<file path="config.mk">
export PLATFORM = sky130hd
export DESIGN_NAME = seq_alu
export DESIGN_NICKNAME = d
export VERILOG_FILES = /design/src/rtl/alu_pkg.sv /design/src/rtl/alu_muldiv_iter.sv /design/src/rtl/seq_alu.sv
export SDC_FILE = /design/constraint.sdc
export NUM_CORES = 1
export LEC_CHECK = 0
export CORE_ASPECT_RATIO = 1.25
export CORE_MARGIN = 1.5
export CORE_UTILIZATION = 35
export DETAILED_ROUTE_END_ITERATION = 12
export GPL_TIMING_DRIVEN = 0
export PLACE_DENSITY_LB_ADDON = 0.3
export SETUP_SLACK_MARGIN = 0.02
export SLEW_MARGIN = 15
export SYNTH_ARGS = -nofsm -noshare
export SYNTH_HDL_FRONTEND = slang
export SYNTH_HIERARCHICAL = 1
export SYNTH_SLANG_ARGS = --single-unit
</file>
<file path="constraint.sdc">
create_clock -name clk -period 7.2 [get_ports clk]
set_input_delay 1.08 -clock clk [delete_from_list [all_inputs] [get_ports clk]]
set_output_delay 1.08 -clock clk [all_outputs]
set_load 0.01 [all_outputs]
</file>
<file path="src/rtl/alu_pkg.sv">
// Shared definitions for the execute-stage ALU.
//   - op code constants OP_ADD .. OP_MFLO (0x16-0x1F are illegal)
//   - FSM state type alu_state_t
//   - is_muldiv(): true for the op codes served by the iterative unit
package alu_pkg;

    localparam logic [4:0] OP_ADD   = 5'h00;
    localparam logic [4:0] OP_SUB   = 5'h01;
    localparam logic [4:0] OP_SLT   = 5'h02;
    localparam logic [4:0] OP_SRA   = 5'h03;
    localparam logic [4:0] OP_SLL   = 5'h04;
    localparam logic [4:0] OP_SLLI  = 5'h05;
    localparam logic [4:0] OP_GTU   = 5'h06;
    localparam logic [4:0] OP_LTU   = 5'h07;
    localparam logic [4:0] OP_EQ    = 5'h08;
    localparam logic [4:0] OP_AND   = 5'h09;
    localparam logic [4:0] OP_OR    = 5'h0A;
    localparam logic [4:0] OP_SRAI  = 5'h0B;
    localparam logic [4:0] OP_NOR   = 5'h0C;
    localparam logic [4:0] OP_XOR   = 5'h0D;
    localparam logic [4:0] OP_SRL   = 5'h0E;
    localparam logic [4:0] OP_SRLI  = 5'h0F;
    localparam logic [4:0] OP_MULT  = 5'h10;
    localparam logic [4:0] OP_MULTU = 5'h11;
    localparam logic [4:0] OP_DIV   = 5'h12;
    localparam logic [4:0] OP_DIVU  = 5'h13;
    localparam logic [4:0] OP_MFHI  = 5'h14;
    localparam logic [4:0] OP_MFLO  = 5'h15;

    typedef enum logic [1:0] {
        IDLE,
        MUL,
        DIV,
        DONE
    } alu_state_t;

    function automatic logic is_muldiv(input logic [4:0] op);
        return op inside {OP_MULT, OP_MULTU, OP_DIV, OP_DIVU};
    endfunction

endpackage

</file>
<file path="src/rtl/alu_muldiv_iter.sv">
// Iterative multiply / restoring divide, one bit per cycle.
// Ports:
//   clk, rst        clock, synchronous active-high reset (aborts any operation)
//   start           load operands and begin (WIDTH busy cycles follow)
//   is_signed       treat a/b as two's complement
//   is_div          1: divide (lo=quotient, hi=remainder), 0: multiply ({hi,lo})
//   a, b            operands, sampled only on start
//   done            high during the last busy cycle; hi/lo valid then
//   hi, lo          final, sign-corrected result (combinational, valid with done)
// Divide-by-zero and signed MIN/-1 are resolved by the caller and never started.
module alu_muldiv_iter #(
    parameter int WIDTH = 32
) (
    input  logic             clk,
    input  logic             rst,
    input  logic             start,
    input  logic             is_signed,
    input  logic             is_div,
    input  logic [WIDTH-1:0] a,
    input  logic [WIDTH-1:0] b,
    output logic             done,
    output logic [WIDTH-1:0] hi,
    output logic [WIDTH-1:0] lo
);
    localparam int CW = $clog2(WIDTH);

    logic             busy;
    logic             div_mode;
    logic             neg_q;
    logic             neg_r;
    logic [CW-1:0]    cnt;
    logic [WIDTH-1:0] acc_hi;
    logic [WIDTH-1:0] acc_lo;
    logic [WIDTH-1:0] dvs;

    logic             a_neg;
    logic             b_neg;
    logic [WIDTH-1:0] a_mag;
    logic [WIDTH-1:0] b_mag;

    assign a_neg = is_signed & a[WIDTH-1];
    assign b_neg = is_signed & b[WIDTH-1];
    // -MIN wraps back to MIN, which is the correct unsigned magnitude.
    assign a_mag = a_neg ? -a : a;
    assign b_mag = b_neg ? -b : b;

    logic [WIDTH:0]     mul_sum;
    logic [WIDTH:0]     div_sh;
    logic [WIDTH:0]     div_diff;
    logic [WIDTH-1:0]   nxt_hi;
    logic [WIDTH-1:0]   nxt_lo;
    logic [2*WIDTH-1:0] prod;

    // Multiply: acc_hi holds the running upper half, acc_lo shifts the
    // multiplier out as product bits shift in.
    // Divide: acc_hi is the partial remainder, acc_lo shifts the dividend
    // out as quotient bits shift in.
    always_comb begin
        mul_sum  = {1'b0, acc_hi} + (acc_lo[0] ? {1'b0, dvs} : '0);
        div_sh   = {acc_hi, acc_lo[WIDTH-1]};
        div_diff = div_sh - {1'b0, dvs};
        nxt_hi   = mul_sum[WIDTH:1];
        nxt_lo   = {mul_sum[0], acc_lo[WIDTH-1:1]};
        if (div_mode) begin
            if (!div_diff[WIDTH]) begin
                nxt_hi = div_diff[WIDTH-1:0];
                nxt_lo = {acc_lo[WIDTH-2:0], 1'b1};
            end else begin
                nxt_hi = div_sh[WIDTH-1:0];
                nxt_lo = {acc_lo[WIDTH-2:0], 1'b0};
            end
        end
    end

    always_comb begin
        prod = {nxt_hi, nxt_lo};
        if (div_mode) begin
            lo = neg_q ? -nxt_lo : nxt_lo;
            hi = neg_r ? -nxt_hi : nxt_hi;
        end else begin
            {hi, lo} = neg_q ? -prod : prod;
        end
    end

    assign done = busy & (cnt == '0);

    always_ff @(posedge clk) begin
        if (rst) begin
            busy     <= 1'b0;
            div_mode <= 1'b0;
            neg_q    <= 1'b0;
            neg_r    <= 1'b0;
            cnt      <= '0;
            acc_hi   <= '0;
            acc_lo   <= '0;
            dvs      <= '0;
        end else if (start) begin
            busy     <= 1'b1;
            div_mode <= is_div;
            neg_q    <= a_neg ^ b_neg;
            neg_r    <= a_neg;
            cnt      <= CW'(WIDTH - 1);
            acc_hi   <= '0;
            acc_lo   <= a_mag;
            dvs      <= b_mag;
        end else if (busy) begin
            acc_hi <= nxt_hi;
            acc_lo <= nxt_lo;
            cnt    <= cnt - 1'b1;
            if (cnt == '0) begin
                busy <= 1'b0;
            end
        end
    end

endmodule

</file>
<file path="src/rtl/seq_alu.sv">
// Execute-stage ALU with registered result, valid/ready handshake and
// HI/LO registers fed by an iterative multiply/divide unit.
// Ports:
//   clk, rst             clock, synchronous active-high reset
//   in_valid / in_ready  operation handshake (accept = both high at clk edge)
//   op, x, y, shamt      op code, operands rs/rt, immediate shift amount
//   out_valid/out_ready  result handshake
//   res                  result
//   v, c_out             signed overflow / adder carry (ADD, SUB only)
//   zero                 res == 0
//
// state | meaning
// IDLE  | no result held, ready for an op
// MUL   | iterative multiply in progress
// DIV   | iterative divide in progress
// DONE  | result held on res, out_valid high
module seq_alu
    import alu_pkg::*;
#(
    parameter  int WIDTH = 32,
    localparam int SHW   = $clog2(WIDTH)
) (
    input  logic             clk,
    input  logic             rst,
    input  logic             in_valid,
    output logic             in_ready,
    input  logic [4:0]       op,
    input  logic [WIDTH-1:0] x,
    input  logic [WIDTH-1:0] y,
    input  logic [SHW-1:0]   shamt,
    output logic             out_valid,
    input  logic             out_ready,
    output logic [WIDTH-1:0] res,
    output logic             v,
    output logic             c_out,
    output logic             zero
);
    localparam logic [WIDTH-1:0] MIN = {1'b1, {(WIDTH-1){1'b0}}};

    alu_state_t       state;
    logic [WIDTH-1:0] hi_q;
    logic [WIDTH-1:0] lo_q;

    logic accept;
    logic op_div;
    logic op_signed;
    logic div_zero;
    logic div_ovf;
    logic div_special;
    logic md_start;
    logic md_done;
    logic [WIDTH-1:0] md_hi;
    logic [WIDTH-1:0] md_lo;

    assign in_ready    = (state == IDLE) | ((state == DONE) & out_ready);
    assign out_valid   = (state == DONE);
    assign accept      = in_valid & in_ready;
    assign op_div      = (op == OP_DIV) | (op == OP_DIVU);
    assign op_signed   = (op == OP_MULT) | (op == OP_DIV);
    assign div_zero    = (y == '0);
    assign div_ovf     = (op == OP_DIV) & (x == MIN) & (y == '1);
    assign div_special = op_div & (div_zero | div_ovf);
    assign md_start    = accept & is_muldiv(op) & ~div_special;

    alu_muldiv_iter #(.WIDTH(WIDTH)) u_muldiv (
        .clk       (clk),
        .rst       (rst),
        .start     (md_start),
        .is_signed (op_signed),
        .is_div    (op_div),
        .a         (x),
        .b         (y),
        .done      (md_done),
        .hi        (md_hi),
        .lo        (md_lo)
    );

    logic [WIDTH-1:0] y_add;
    logic [WIDTH:0]   add_sum;
    logic [WIDTH-1:0] sc_res;
    logic             sc_v;
    logic             sc_c;

    // SUB reuses the adder as x + ~y + 1; v compares operand signs into the MSB.
    always_comb begin
        y_add   = (op == OP_SUB) ? ~y : y;
        add_sum = {1'b0, x} + {1'b0, y_add} + (WIDTH+1)'(op == OP_SUB);
        sc_res  = '0;
        sc_v    = 1'b0;
        sc_c    = 1'b0;
        case (op)
            OP_ADD, OP_SUB: begin
                sc_res = add_sum[WIDTH-1:0];
                sc_c   = add_sum[WIDTH];
                sc_v   = (x[WIDTH-1] == y_add[WIDTH-1]) & (add_sum[WIDTH-1] != x[WIDTH-1]);
            end
            OP_SLT:  sc_res = WIDTH'($signed(x) < $signed(y));
            OP_GTU:  sc_res = WIDTH'(x > y);
            OP_LTU:  sc_res = WIDTH'(x < y);
            OP_EQ:   sc_res = WIDTH'(x == y);
            OP_SRA:  sc_res = WIDTH'($signed(x) >>> y[SHW-1:0]);
            OP_SRAI: sc_res = WIDTH'($signed(x) >>> shamt);
            OP_SLL:  sc_res = x << y[SHW-1:0];
            OP_SLLI: sc_res = x << shamt;
            OP_SRL:  sc_res = x >> y[SHW-1:0];
            OP_SRLI: sc_res = x >> shamt;
            OP_AND:  sc_res = x & y;
            OP_OR:   sc_res = x | y;
            OP_NOR:  sc_res = ~(x | y);
            OP_XOR:  sc_res = x ^ y;
            OP_MFHI: sc_res = hi_q;
            OP_MFLO: sc_res = lo_q;
            default: sc_res = '0;
        endcase
    end

    always_ff @(posedge clk) begin
        if (rst) begin
            state <= IDLE;
            res   <= '0;
            v     <= 1'b0;
            c_out <= 1'b0;
            zero  <= 1'b1;
            hi_q  <= '0;
            lo_q  <= '0;
        end else begin
            case (state)
                MUL, DIV: begin
                    if (md_done) begin
                        hi_q  <= md_hi;
                        lo_q  <= md_lo;
                        res   <= md_lo;
                        zero  <= (md_lo == '0);
                        v     <= 1'b0;
                        c_out <= 1'b0;
                        state <= DONE;
                    end
                end
                default: begin
                    if (accept) begin
                        if (is_muldiv(op)) begin
                            v     <= 1'b0;
                            c_out <= 1'b0;
                            if (div_special) begin
                                // Resolved without iterating: both cases give a nonzero LO.
                                hi_q  <= div_zero ? x : '0;
                                lo_q  <= div_zero ? '1 : MIN;
                                res   <= div_zero ? '1 : MIN;
                                zero  <= 1'b0;
                                state <= DONE;
                            end else begin
                                state <= op_div ? DIV : MUL;
                            end
                        end else begin
                            res   <= sc_res;
                            v     <= sc_v;
                            c_out <= sc_c;
                            zero  <= (sc_res == '0);
                            state <= DONE;
                        end
                    end else if ((state == DONE) && out_ready) begin
                        state <= IDLE;
                    end
                end
            endcase
        end
    end

endmodule

</file>
After elaboration in Yosys (flattened, before gate mapping)
Index checks and enable logic that the tools add are counted.
{"block": "word_totals", "out_inout_bits": 37, "reg_bits": 206, "inputBits": 78, "wordCells": 164}
{"block": "op_classes", "shift": 6, "n_bitwise": 22, "add_sub_neg": 10, "magnitude_cmp": 3, "n_reduce_logical": 20, "eq_ne": 31, "muxes": 57}
{"op": "$mux W32", "n": 27}
{"op": "$pmux W32 S17", "n": 1}
{"op": "$neg A32 Y32", "n": 4}
{"op": "$logic_not A32 Y1", "n": 3}
{"op": "$eq A32 B32 Y1 const B", "n": 2}
{"op": "$lt A32 B32 Y1", "n": 2}
{"op": "$mux W64", "n": 1}
{"op": "$neg A64 Y64", "n": 1}
{"op": "$not A32 Y32", "n": 2}
{"op": "$shl A32 B5 Y32", "n": 2}
{"op": "$shr A32 B5 Y32", "n": 2}
{"op": "$sshr A32 B5 Y32", "n": 2}
{"op": "$eq A5 B4 Y1 const B", "n": 8}
{"op": "$add A32 B32 Y33", "n": 1}
{"op": "$add A32 B33 Y33", "n": 1}
{"op": "$add A33 B1 Y33", "n": 1}
{"op": "$sub A33 B32 Y33", "n": 1}
{"op": "$and A32 B32 Y32", "n": 1}
{"op": "$eq A32 B32 Y1", "n": 1}
{"op": "$gt A32 B32 Y1", "n": 1}
{"op": "$or A32 B32 Y32", "n": 1}
{"op": "$xor A32 B32 Y32", "n": 1}
{"op": "$mux W31", "n": 1}
{"op": "$eq A5 B5 Y1 const B", "n": 6}
{"op": "other kinds (27)", "n": 76}

Logic depth before layout (Yosys ltp)
{"block": "logic_depth", "ltp_word": 10, "ltp_mapped": 27, "mapped_depth_nobuf": 25}

Modules after synthesis
The synthesis kept the hierarchy.
{"mod": "seq_alu", "instances": 1, "seq_area_each_um2": 2021.9, "cells_per_inst": 2499, "area_per_inst_um2": 17220.3}
{"mod": "alu_muldiv_iter", "instances": 1, "seq_area_each_um2": 2102.0, "cells_per_inst": 1776, "area_per_inst_um2": 12657.1}

Worst setup path before layout
No wires, ideal clock.
{"block": "synth_path", "path_kind": "reg-to-reg", "from": "register u_muldiv.acc_lo[31]", "to": "register hi_q[24]", "stages_incl_launch_ff": 28, "slack_ns": 1.418, "arrival_ns": 5.644, "required_ns": 7.063, "cell_sequence": "dfxtp_1 > inv_1 > ha_1 > fa_1 > nand2b_1 > a21oi_1 > nor3b_2 > o211ai_2 > a21oi_4 > xnor2_4 > buf_6 > buf_2 > nand2_1 > a21boi_0 > ha_1 > o21ai_0 > or3_1 > or3_1 > nor3_1 > nand3_1 > nor2_1 > nand3_1 > or3_1 > a2111oi_2 > nor2_1 > xor2_1 > a22oi_1 > a211oi_1"}
{"block": "synth_between", "elab_chain_len": 8, "word_cells_on_any_way": 12, "classes_between": "3 x add/sub; 9 x mux"}
{"item": "start, declared", "line_no": "alu_muldiv_iter.sv:33", "text": "logic [WIDTH-1:0] acc_lo;"}
{"item": "start signal, assigned", "line_no": "alu_muldiv_iter.sv:104", "text": "acc_lo <= a_mag;"}
{"item": "start signal, assigned", "line_no": "alu_muldiv_iter.sv:108", "text": "acc_lo <= nxt_lo;"}
{"item": "$sub A33 B32 Y33", "line_no": "alu_muldiv_iter.sv:61", "text": "div_diff = div_sh - {1'b0, dvs};"}
{"item": "$mux W1 or $mux W32 (tied branches)", "line_no": "alu_muldiv_iter.sv:65", "text": "if (!div_diff[WIDTH]) begin"}
{"item": "$mux W32", "line_no": "alu_muldiv_iter.sv:64", "text": "if (div_mode) begin"}
{"item": "$neg A64 Y64 or $neg A32 Y32 (tied branches)", "line_no": "alu_muldiv_iter.sv:81, alu_muldiv_iter.sv:79"}
{"item": "$mux W64 or $mux W32 (tied branches)", "line_no": "alu_muldiv_iter.sv:81, alu_muldiv_iter.sv:79"}
{"item": "$mux W32 *", "line_no": "alu_muldiv_iter.sv:77", "text": "if (div_mode) begin"}
{"item": "via md_hi[24]", "line_no": "seq_alu.sv:52", "text": "logic [WIDTH-1:0] md_hi;"}
{"item": "$mux W32 *", "line_no": "seq_alu.sv:129", "text": "if (md_done) begin"}
{"item": "$mux W32 *", "line_no": "seq_alu.sv:127", "text": "case (state)"}
{"item": "end signal, assigned", "line_no": "seq_alu.sv:130", "text": "hi_q <= md_hi;"}
{"item": "end signal, assigned", "line_no": "seq_alu.sv:146", "text": "hi_q <= div_zero ? x : '0;"}
{"item": "end, declared", "line_no": "seq_alu.sv:41", "text": "logic [WIDTH-1:0] hi_q;"}
The timed path passes the listed nets; every way through them passes the cells marked *. The select of a mux whose other input is x is not followed.
A chain may end at the register's enable or synchronous reset.

Worst setup path in the final report
{"block": "layout_path", "from": "input port x[23]", "to": "register zero"}
{"block": "layout_between", "elab_chain_len": 7, "word_cells_on_any_way": 28, "classes_between": "2 x add/sub; 3 x order compare; 3 x eq/ne; 6 x shift; 4 x mux; 8 x bitwise; 2 x reduce/logical"}
{"item": "start, declared", "line_no": "seq_alu.sv:28", "text": "input logic [WIDTH-1:0] x,"}
{"item": "$add A32 B32 Y33 (tied with other cells)", "line_no": "seq_alu.sv:87", "text": "add_sum = {1'b0, x} + {1'b0, y_add} + (WIDTH+1)'(op == OP_SUB);"}
{"item": "$add A33 B1 Y33 (tied with other cells)", "line_no": "seq_alu.sv:87"}
{"item": "$pmux W32 S17 or $and A1 B1 Y1 (tied branches)", "line_no": "seq_alu.sv:91, seq_alu.sv:61"}
{"item": "$logic_not A32 Y1 or $or A1 B1 Y1 (tied branches)", "line_no": "seq_alu.sv:158, seq_alu.sv:62"}
{"item": "$mux W1 or $and A1 B1 Y1 (tied branches)", "line_no": "seq_alu.sv:141, seq_alu.sv:62"}
{"item": "$mux W1 or $ne A3 B2 Y1 (tied branches)"}
{"item": "$mux W1 or $reduce_and A3 Y1 (tied branches)"}
{"item": "end signal, assigned", "line_no": "seq_alu.sv:133", "text": "zero <= (md_lo == '0);"}
{"item": "end signal, assigned", "line_no": "seq_alu.sv:158", "text": "zero <= (sc_res == '0);"}
{"item": "end, declared", "line_no": "seq_alu.sv:36", "text": "output logic zero"}
Several ways; a longest one is shown, not always the timed one. The select of a mux whose other input is x is not followed.

==> impl_summary.txt <==
----------------------------------------------------
[Route]
  WL/cell ... 38.0 um
  Vias per cell ... 6.97
  Via total after detailed routing ... 38.7k
  Met3 WL post-DR ... 24.7 mm
  Number of design-rule violations left by the first detailed-router iteration ... 5743
  Top layer in use ... met5
  Met1 wire length ... 69.2 mm
  Number of DRC violations after detailed routing ... 0
  Met2 Routed Length ... 88.6 mm
  Post-route ant nets ... 0
  Detailed-route wire length ... 211 mm
  Number of iterations in the first detailed-routing pass ... 6

[Outcome]
  Failing checks ... setup timing
  Result of the run ... finished with violations

[Global route]
  GRT Resource Usage Total ... 47.5%
  Pin count of the biggest net entering global routing ... 20
  Global route total overflow ... 0
  Antenna violations before repair ... 22
  Global-route wire length before repair ... 293 mm
  Number of global-route vias before repair ... 36.9k

[Timing]
  Number of pins with negative max-slew slack in the final report ... 0
  Max Clock Skew ... 0.0249 ns
  Tcrit/Tclk final ... 105%
  Highest clock rate ... 132 MHz
  Setup violation total in the final timing report ... 2
  Final hold vios ... 0
  Final worst setup slack ... -0.370 ns
  Post-route worst hold slack ... 0.455 ns
  Measured slew at the worst slew-check pin ... 1.47 ns
  Worst slew margin ... 1.72%
  Fin crit period ... 7.57 ns

[Clock network]
  Clock transition time at the flip-flop clock pins of the worst setup and hold paths ... 0.06 ns
  CTS tree ... done
  Clock buffer depth ... 3
  Root cell of the clock tree ... sky130_fd_sc_hd__clkbuf_16
  Number of CTS-inserted buffers ... 25
  Number of clock sinks seen by CTS ... 206
  Clock Latency Late Sink ... 0.59 ns
  H-tree depth ... 1

[Finish]
  Proportion of layout cells with a drive suffix above 1 ... 6.09%
  Area occupied by multi-input gates ... 24100 sq um
  Filler cell count ... 9132
  Synthesis-to-layout area growth ... 12.7%
  Net total in the final layout ... 4718
  Post-layout utilization of the core ... 39.9%
  Register area ... 4130 sq um
  Number of non-filler instances in the completed layout ... 5551

[Worst setup path]
  Required arrival time at the worst endpoint ... 7.69 ns
  Worst setup path startpoint ... x[23]
  CP endpoint ... zero$_SDFFE_PP1P_
  Category of the most critical setup path ... in -> reg
  Reg2Reg Capture Point ... hi_q[26]$_SDFFE_PP0P_
  R2R Setup Slk ... 0.08 ns
  Depth of the most critical reg-to-reg path ... 24
  Critical Path Source Type ... input port
  R2R Path Start ... u_muldiv/acc_lo[31]$_SDFFE_PP0P_
  Crit path max fanout ... 10
  Critical path endpoint category ... register
  Worst EP arrival ... 8.06 ns

[Die]
  Die Wd ... 264 um
  Core Box Area ... 84400 sq um
  Initial core utilization ... 35.4%
  Vertical die dimension ... 330 um
  Core Rows ... 119
  Total Die Area ... 87100 sq um
  Total I/O pin count ... 115

[Yosys]
  Yosys reg bits ... 206
  Area of the mapped netlist ... 29900 sq um
  Top cells by area, synth ... sky130_fd_sc_hd__dfxtp_1 14%, sky130_fd_sc_hd__ha_1 8.7%, sky130_fd_sc_hd__a211oi_1 6.1%
  Share of flip-flops with an asynchronous set or reset ... 0%
  Count of cell types in the netlist ... 117
  Number of cells produced by synthesis ... 4275
  Portion of the post-synthesis area used by sequential elements ... 13.8%
  Number of nets produced by synthesis ... 4563
  Area share of the leading cell type in the synthesized netlist ... 13.8%
  Total of warnings raised by yosys ... 6
  Number of flops mapped to enable cells by yosys ... 0
  Synth area leader ... sky130_fd_sc_hd__dfxtp_1
  Prevailing post-synth register cell ... sky130_fd_sc_hd__dfxtp_1
  Cell with the most instances after synthesis ... sky130_fd_sc_hd__nor2_1
  Most numerous cell types in the synthesized netlist ... 474 x sky130_fd_sc_hd__nor2_1, 404 x sky130_fd_sc_hd__nand2_1, 317 x sky130_fd_sc_hd__a21oi_1
  Mapped Avg Cell Area ... 6.99 sq um

[Power]
  Power share of the combinational group ... 55.5%
  Power density over the cells ... 184 nW/um^2
  Internal ... 3.14 mW
  Switching power summed over all nets ... 3.06 mW
  Worst VDD drop ... 0.148 mV
  Total design power ... 6.20 mW
  Lkg Pwr ... 12.7 nW
  Proportion of total power due to net switching ... 49.3%
  Share of power burned in registers ... 22.7%
  Clk pwr share ... 21.8%

[Placement]
  Routability congestion estimate ... 1.14
  Placed Cells ... 5483
  Port Buf Inserts ... 114
  Post-placement setup slack ... -1.62 ns
  Dpl hpwl ... 163 mm

[Worst hold path]
  Worst hold path class ... reg -> reg

[Job]
  Reported max-cap violation count ... 0

----------------------------------------------------
## per-stage QoR
step                      cell area, sq um  setup TNS, ns
after floorplan                      29900              0
after global placement               32400         -33.58
after detailed placement             32400         -31.07
after CTS                            33300              0
after global routing                 33700       -0.00443
final                                33700         -0.513
## flip-flops by register name, indices dropped and copies added (netlist names)
name and flops:
u_muldiv/busy 1, u_muldiv/dvs 32, u_muldiv/neg_q 1, c_out 1, hi_q 32, u_muldiv/cnt 5, lo_q 32, state 2
u_muldiv/acc_hi 32, zero 1, u_muldiv/acc_lo 32, res 32, u_muldiv/div_mode 1, u_muldiv/neg_r 1, v 1
## critical path: stages
cell and delay (ns):
sky130_fd_sc_hd__clkdlybuf4s50_1 1.45, sky130_fd_sc_hd__clkbuf_1 0.90, sky130_fd_sc_hd__inv_1 0.63, sky130_fd_sc_hd__ha_1 0.54, sky130_fd_sc_hd__nor4_1 0.08, sky130_fd_sc_hd__nand3_1 0.22, sky130_fd_sc_hd__nor4_1 0.14, sky130_fd_sc_hd__a21oi_1 0.45
sky130_fd_sc_hd__o311ai_0 0.36, sky130_fd_sc_hd__a221oi_1 0.80, sky130_fd_sc_hd__o211ai_1 0.37, sky130_fd_sc_hd__nor3_1 0.41, sky130_fd_sc_hd__and4b_1 0.24, sky130_fd_sc_hd__nand3_1 0.11, sky130_fd_sc_hd__o311ai_2 0.22
## worst min-delay path by stage
stage,from,endpoint,slack [ns],cells after the start
after global placement,res[31]$_SDFFE_PP0P_,res[31]$_SDFFE_PP0P_,0.45,2
final,res[31]$_SDFFE_PP0P_,res[31]$_SDFFE_PP0P_,0.46,2
after CTS,res[31]$_SDFFE_PP0P_,res[31]$_SDFFE_PP0P_,0.46,2
after global routing,res[31]$_SDFFE_PP0P_,res[31]$_SDFFE_PP0P_,0.48,2
after detailed placement,res[31]$_SDFFE_PP0P_,res[31]$_SDFFE_PP0P_,0.46,2
after floorplan,u_muldiv/dvs[31]$_SDFFE_PP0P_,u_muldiv/dvs[31]$_SDFFE_PP0P_,0.46,2
## final cells by class
class | count | area share, %
flip-flops and latches | 206 | 12.2
multi-input cells | 3573 | 71.5
clock buffers | 33 | 2.04
plain buffers | 334 | 4.13
diodes | 15 | 0.111
inverters | 161 | 1.79
clock inverters | 11 | 0.475
well taps | 1089 | 4.04
repair buffers | 129 | 3.68
## cell usage in the layout, fill, tap and decap left out, types with 103 or more instances in the layout
master,instances
sky130_fd_sc_hd__xnor2_1,109
sky130_fd_sc_hd__o21ai_0,178
sky130_fd_sc_hd__nand2_1,404
sky130_fd_sc_hd__a21oi_1,314
sky130_fd_sc_hd__ha_1,206
sky130_fd_sc_hd__a211oi_1,238
sky130_fd_sc_hd__inv_1,160
sky130_fd_sc_hd__mux2i_1,167
sky130_fd_sc_hd__dfxtp_1,205
sky130_fd_sc_hd__nor2_1,472
sky130_fd_sc_hd__clkdlybuf4s50_1,103
sky130_fd_sc_hd__clkbuf_1,231
sky130_fd_sc_hd__nor3_1,141
## kinds of logic (layout without fill, tap and decap cells)
group	count (synthesis)	in the layout	synth area share, %
muxes	193	193	6.78
other	0	15	0
and+or+nand+nor	1546	1546	24.5
DFF	206	206	13.8
xor gates and xnor gates	219	219	6.51
AOI/OAI and AO/OA	1405	1405	32.9
buffers and inverters	496	668	6.62
adders and majority gates	210	210	8.87
## metal layers
| layer | vias to the layer above | global-route usage (%) |
|---|---|---|
| li1 | 16200 | - |
| met1 | 18300 | 48.9 |
| met4 | 4 | 50.7 |
| met2 | 2932 | 71.9 |
| met3 | 1230 | 17.9 |
| met5 | - | 1.03 |
## power by group through the flow
stage / sequential, mW / combinational (mW) / clock, mW
2_1_floorplan: 1.41 / 1.81 / 0
3_3_place_gp: 1.42 / 3.16 / 0
3_5_place_dp: 1.42 / 3.16 / 0
4_1_cts: 1.40 / 3.19 / 1.36
5_1_grt: 1.42 / 3.55 / 1.40
6_report: 1.41 / 3.44 / 1.35
## repair_timing
item                                    CTS  global route
gates resized for setup                  19            36
hold buffers                              0             0
endpoints found under the setup margin   36            20
pin swaps                                 0             3
buffers inserted                          0             2
Power figures use the tool's default switching activity.
